==> src/rtl/kyogenrv_rst_seq_if.sv <==
// kyogenrv_rst_seq_if: reset-request inputs and sequenced domain-reset outputs of the reset sequencer
interface kyogenrv_rst_seq_if #(
  parameter int N_DOM = 3
);
  logic             pll_locked;
  logic             ext_rst_n;
  logic             sw_rst_req;
  logic             wdt_expire;
  logic             cause_clr;
  logic [N_DOM-1:0] dom_rst_n;
  logic             seq_done;
  logic [3:0]       rst_cause;
  modport master (
    output pll_locked, ext_rst_n, sw_rst_req, wdt_expire, cause_clr,
    input  dom_rst_n, seq_done, rst_cause
  );
  modport slave (
    input  pll_locked, ext_rst_n, sw_rst_req, wdt_expire, cause_clr,
    output dom_rst_n, seq_done, rst_cause
  );
endinterface

==> src/rtl/kyogenrv_rst_seq.sv <==
// kyogenrv_rst_seq: synchronises/debounces reset sources and releases N_DOM domain resets in staggered order
module kyogenrv_rst_seq #(
  parameter int N_DOM        = 3,
  parameter int SYNC_STAGES  = 2,
  parameter int DEBOUNCE_CYC = 1024,
  parameter int HOLD_CYC     = 16,
  parameter int STAGGER_CYC  = 8,
  parameter int CNT_W        = 16
) (
  input logic clk,
  input logic reset,
  kyogenrv_rst_seq_if.slave bus
);
  localparam int IDX_W = N_DOM > 1 ? $clog2(N_DOM) : 1;
  typedef enum logic [1:0] {ASSERT, HOLD, RELEASE, RUN} state_t;
  state_t           state;
  logic [SYNC_STAGES-1:0] pll_sync, ext_sync;
  logic [CNT_W-1:0] deb_cnt, cnt;
  logic [IDX_W-1:0] idx, nxt_idx;
  logic [N_DOM-1:0] dom_rst_n;
  logic             seq_done;
  logic [3:0]       rst_cause, trig;
  logic             pll_s, ext_s, ext_req, pll_req, any;
  assign pll_s   = pll_sync[SYNC_STAGES-1];
  assign ext_s   = ext_sync[SYNC_STAGES-1];
  assign ext_req = deb_cnt == CNT_W'(DEBOUNCE_CYC);
  assign pll_req = ~pll_s;
  assign trig    = {bus.wdt_expire, bus.sw_rst_req, ext_req, pll_req};
  assign any     = |trig;
  assign nxt_idx = idx + IDX_W'(1);
  assign bus.dom_rst_n = dom_rst_n;
  assign bus.seq_done  = seq_done;
  assign bus.rst_cause = rst_cause;
  always_ff @(posedge clk) begin
    if (reset) begin
      pll_sync <= '0;
      ext_sync <= '0;
      deb_cnt  <= '0;
    end else begin
      pll_sync <= {pll_sync[SYNC_STAGES-2:0], bus.pll_locked};
      ext_sync <= {ext_sync[SYNC_STAGES-2:0], bus.ext_rst_n};
      deb_cnt  <= ext_s ? '0 : ext_req ? deb_cnt : deb_cnt + CNT_W'(1);
    end
  end
  // power-up counts as a pll cause so software always sees a non-zero cause after reset
  always_ff @(posedge clk) begin
    if (reset) begin
      state     <= ASSERT;
      dom_rst_n <= '0;
      seq_done  <= 1'b0;
      rst_cause <= 4'b0001;
      cnt       <= '0;
      idx       <= '0;
    end else begin
      if (any) rst_cause <= state == RUN ? trig : rst_cause | trig;
      else if (bus.cause_clr) rst_cause <= 4'b0000;
      if (any) begin
        state     <= ASSERT;
        dom_rst_n <= '0;
        seq_done  <= 1'b0;
        cnt       <= '0;
        idx       <= '0;
      end else begin
        case (state)
          ASSERT: begin
            cnt <= '0;
            if (pll_s && ext_s) state <= HOLD;
          end
          HOLD: begin
            if (cnt == CNT_W'(HOLD_CYC - 1)) begin
              cnt          <= '0;
              idx          <= '0;
              dom_rst_n[0] <= 1'b1;
              if (N_DOM == 1) begin
                seq_done <= 1'b1;
                state    <= RUN;
              end else state <= RELEASE;
            end else cnt <= cnt + CNT_W'(1);
          end
          RELEASE: begin
            if (cnt == CNT_W'(STAGGER_CYC - 1)) begin
              cnt                <= '0;
              idx                <= nxt_idx;
              dom_rst_n[nxt_idx] <= 1'b1;
              if (nxt_idx == IDX_W'(N_DOM - 1)) begin
                seq_done <= 1'b1;
                state    <= RUN;
              end
            end else cnt <= cnt + CNT_W'(1);
          end
          default: cnt <= '0;
        endcase
      end
    end
  end
endmodule

==> src/flat_wrapper.sv <==
// flat-port wrapper written by rule: the top's interface ports become plain ports
module kyogenrv_rst_seq_flat 
#(
  parameter int N_DOM        = 3,
  parameter int SYNC_STAGES  = 2,
  parameter int DEBOUNCE_CYC = 1024,
  parameter int HOLD_CYC     = 16,
  parameter int STAGGER_CYC  = 8,
  parameter int CNT_W        = 16
)
  (clk, reset, bus_pll_locked, bus_ext_rst_n, bus_sw_rst_req, bus_wdt_expire, bus_cause_clr, bus_dom_rst_n, bus_seq_done, bus_rst_cause);
  kyogenrv_rst_seq_if #(.N_DOM(N_DOM)) bus_i ();
  input logic clk;
  input logic reset;
  input wire logic [$bits(bus_i.pll_locked)-1:0] bus_pll_locked;
  input wire logic [$bits(bus_i.ext_rst_n)-1:0] bus_ext_rst_n;
  input wire logic [$bits(bus_i.sw_rst_req)-1:0] bus_sw_rst_req;
  input wire logic [$bits(bus_i.wdt_expire)-1:0] bus_wdt_expire;
  input wire logic [$bits(bus_i.cause_clr)-1:0] bus_cause_clr;
  output wire logic [$bits(bus_i.dom_rst_n)-1:0] bus_dom_rst_n;
  output wire logic [$bits(bus_i.seq_done)-1:0] bus_seq_done;
  output wire logic [$bits(bus_i.rst_cause)-1:0] bus_rst_cause;
  assign bus_i.pll_locked = bus_pll_locked;
  assign bus_i.ext_rst_n = bus_ext_rst_n;
  assign bus_i.sw_rst_req = bus_sw_rst_req;
  assign bus_i.wdt_expire = bus_wdt_expire;
  assign bus_i.cause_clr = bus_cause_clr;
  assign bus_dom_rst_n = bus_i.dom_rst_n;
  assign bus_seq_done = bus_i.seq_done;
  assign bus_rst_cause = bus_i.rst_cause;
  kyogenrv_rst_seq #(.N_DOM(N_DOM), .SYNC_STAGES(SYNC_STAGES), .DEBOUNCE_CYC(DEBOUNCE_CYC), .HOLD_CYC(HOLD_CYC), .STAGGER_CYC(STAGGER_CYC), .CNT_W(CNT_W)) u_core (.clk(clk), .reset(reset), .bus(bus_i));
endmodule
==> config.mk <==
export PLATFORM = sky130hd
export DESIGN_NAME = kyogenrv_rst_seq_flat
export DESIGN_NICKNAME = d
export VERILOG_FILES = /design/src/rtl/kyogenrv_rst_seq_if.sv /design/src/rtl/kyogenrv_rst_seq.sv /design/src/flat_wrapper.sv
export SDC_FILE = /design/constraint.sdc
export NUM_CORES = 1
export LEC_CHECK = 0
export CORE_MARGIN = 2
export CORE_UTILIZATION = 55
export CTS_BUF_LIST = sky130_fd_sc_hd__clkbuf_8
export DETAILED_ROUTE_END_ITERATION = 12
export PLACE_DENSITY = 0.78
export SLEW_MARGIN = 10
export SYNTH_ARGS = -nofsm -noshare
export SYNTH_HDL_FRONTEND = slang
export SYNTH_SLANG_ARGS = --single-unit
==> constraint.sdc <==
create_clock -name clk -period 1.7 [get_ports clk]
set_input_delay 0.255 -clock clk [delete_from_list [all_inputs] [get_ports clk]]
set_output_delay 0.255 -clock clk [all_outputs]
set_load 0.02 [all_outputs]
==> results.md <==
* Commonest non-fill, non-tap cell in the layout: dfxtp_1
* Seq pwr share at a little under three fifths
* Setup bufs post-CTS at 0
* First-pass GRT wire length at 7910 um
* Routability Congestion at 0.845
* Lkg Pwr at 0.000981 uW
* Antenna-violating nets left at 0
* Vias in the first global route at 1871
* CP arrival at roughly 1900 ps
* Post-synth cell types at between 40 and 50
* Status: finished, final reports clean
* Hold Path Stages at 1
* CTS HTree Levels at 2
* Startpoint type of the worst setup path: flop
* Placed insts at roughly 340
* Worst slew margin at about 80%
* Reg-to-Reg Start: u_core.deb_cnt[0]$_SDFFE_PP0P_
* Reg2reg path depth at 7
* Slowest cell on the critical path: dfxtp_2
* Final Non-Filler Cells at 350
* PwrDens at approximately 720 mW/mm^2
* Final setup viols at 0
* Core area at ~0.0043 sq mm
* Root buffer cell: clkbuf_8
* First-pass DRT Iterations at 4
* IO Pins at 15
* Largest net degree at the start of global routing at 17
* Die X-Extent at 70.6 um
* First DRT Iteration DRCs at just under 70
* P_int at between 1500 and 2000 uW
* R2r setup slk at approximately 84 ps
* Final worst slack at about 84 ps
* WHS Endpoint: u_core.pll_sync[1]$_SDFF_PP0_
* Bufs and invs on worst path at 2
* DIE HEIGHT at slightly above 70 um
* Post-CTS Hold Fix Bufs at 0
* Crit-path max FO at 8
* Net Sw Frac at a little over 20%
* Die area at approximately 0.005 sq mm
* Final Max Tran Viols at 0
* Achievable Freq at 619 MHz
* Starting Density at a little under three fifths
* Ant diodes at 0
* Commonest non-fill, non-tap cells in the layout: 45 x dfxtp_1, 17 x nor3_1, 17 x xor2_1
* Final setup TNS at 0 ps
* Fin crit share at 95.0%
* Initial antenna violation count at 0
* CTS tree: built
* Worst vdd ir at between 0.0004 and 0.0005 V
* Worst-path clk slew at ~90 ps
* YS warnings at 0
* CTS Buffer Depth at 2
* Worst Hold Class: reg -> reg
* Ys async rst share at 0%
* Combinational share of power at 4.5%
* Dpl ws at -115 ps
* Cell accounting for the most synthesized area: dfxtp_1
* Syn_area_per_cell at approximately 8.8 sq um
* Nets at approximately 320
* Clock Skews at about 8.7 ps
* Syn Std Cell Area at approximately 0.0024 sq mm
* Fin area at approximately 0.0028 sq mm
* Total of max-cap violations at 0
* Post-synth top area share at between 30 and 40%
* WL final at around 4600 um
* Final Hold Vio Count at 0
* Avg WL per Cell at around 13 um
* Ys flop type: dfxtp_1
* FP Rows at 24
* Post-synthesis sequential area ratio at 39.4%
* CP Capture Type: flop
* Post-synth EDFFs at 0
* Final worst path period need at roughly 1600 ps
* Least-Margin Pin Slew at approximately 330 ps
* Flops & latches, synth at 48
* Final core utilization at approximately 66%
* Residual DRC at 0
* Post-detail-place hpwl at 3350 um
* DR vias/cell at 5.65
* Remaining Overflow, GRT at 0
* Via total after detailed routing at just under 2000
* Worst EP required at slightly below 2000 ps
* P_sw at between 400 and 500 uW
* Clk pwr share at between 30 and 40%
* Overall routing resource usage at about a fifth
* CP delay by family, top: simple AND/OR/NAND/NOR gates
* Crit-path cells: inv_1 -> ha_1 -> nor4bb_2 -> and4_1 -> buf_4 -> or3_1 -> a21oi_1
* Hold Startpoint: u_core.pll_sync[0]$_SDFF_PP0_
* Synth area leaders: dfxtp_1 39%, xor2_1 6.1%, ha_1 5.6%, nand4_1 3.9%, nor3_1 3.7%
* Clock Latency Late Sink at around 300 ps
* Share of layout cells above drive strength 1 at about 15%
* CP max stage delay at between 300 and 400 ps
* Cell count after synthesis at about 280
* Synthesized net count at between 200 and 300
* DP Area at 0.00269 sq mm
* Reg2reg end: u_core.deb_cnt[2]$_SDFFE_PP0P_
* Syn-to-layout area delta at 16.4%
* Port Buffer Count at 14
* Worst setup path class: reg -> reg
* CTS sink count at 48
* CTS Buf Count at 5
flip-flops by register name (all words and copies together), names as in the netlist:
name                  flops
u_core.bus.dom_rst_n      3
u_core.bus.rst_cause      4
u_core.bus.seq_done       1
u_core.cnt               16
u_core.deb_cnt           16
u_core.ext_sync           2
u_core.idx                2
u_core.pll_sync           2
u_core.state              2
cell usage after synthesis (5+ instances only):
cell type	n
dfxtp_1	48
nor3_1	18
xor2_1	17
nand2_1	15
nand4_1	15
a21oi_1	14
inv_1	14
nand3_1	14
nor2_1	12
ha_1	11
o21ai_0	11
or3_1	9
clkbuf_1	6
nor2b_1	6
and2_1	5
and4_1	5
buf_4	5
nor3b_1	5
worst reg2reg max path: stages (launching register included):
cell	delay, ps
dfxtp_2	340
inv_1	60
ha_1	190
nor4bb_2	170
and4_1	180
buf_4	170
or3_1	300
a21oi_1	140
stage by stage:
stage	hold slack (ps)	total power [uW]
final	451	2040
after global routing	475	2110
after CTS	455	2060
after detailed placement	428	1260
after floorplan	383	1220
after global placement	416	1260
layer usage:
layer | GRT usage (%) | part of all wire, % | wire length, um
met5 | 0 | 0 | 0
met4 | 8.81 | 1.4 | 63
met3 | 4.70 | 2.1 | 98
met2 | 32.4 | 50 | 2280
met1 | 24.4 | 47 | 2160
power groups by stage:
| stage | clock network (uW) | logic [uW] | registers (uW) |
|---|---|---|---|
| after floorplan | 0 | 43.9 | 1180 |
| after global placement | 0 | 88.1 | 1170 |
| after detailed placement | 0 | 90.7 | 1170 |
| after CTS | 820 | 91.1 | 1150 |
| after global routing | 857 | 101 | 1150 |
| final | 799 | 90.8 | 1150 |
final cells by class:
type                       instances  area, sq um
clock buffer                       5         68.8
clock inverter                     3         38.8
fill                             363         1490
tap                               52         65.1
multi-input combinational        197         1350
timing repair buffer              31          293
sequential                        48          967
inverter                          14         52.6
kinds of logic after synthesis:
kind of cell	Yosys count	share of synthesized area, %
flip-flops	48	39.4
adder cells (fa/ha/maj)	11	5.65
multiplexers	1	0.411
AO/OA/AOI/OAI	43	11.6
buffers and inverters	31	6.37
AND/OR/NAND/NOR	122	29.4
XOR/XNOR	20	7.19
what timing repair did:
item                                    4_1_cts  5_1_grt
gates resized for setup                       1       10
pin swaps                                     0        2
endpoints found under the setup margin        1       27
worst max-delay path by stage:
| stage | from | to | slack (ps) | depth (start not counted) |
|---|---|---|---|---|
| finish | u_core.deb_cnt[0]$_SDFFE_PP0P_ | u_core.deb_cnt[2]$_SDFFE_PP0P_ | 80 | 7 |
| detailed placement | bus_sw_rst_req | u_core.cnt[4]$_SDFF_PP0_ | -110 | 6 |
| CTS | u_core.deb_cnt[0]$_SDFFE_PP0P_ | u_core.bus.dom_rst_n[1]$_SDFFE_PP0P_ | 30 | 7 |
| floorplan | u_core.state[0]$_SDFFE_PP0P_ | u_core.cnt[10]$_SDFF_PP0_ | 30 | 8 |
| global placement | bus_sw_rst_req | u_core.cnt[14]$_SDFF_PP0_ | -30 | 6 |
| global route | u_core.deb_cnt[0]$_SDFFE_PP0P_ | u_core.bus.rst_cause[0]$_SDFFE_PP1P_ | -8 | 7 |
Power figures use the tool's default switching activity.
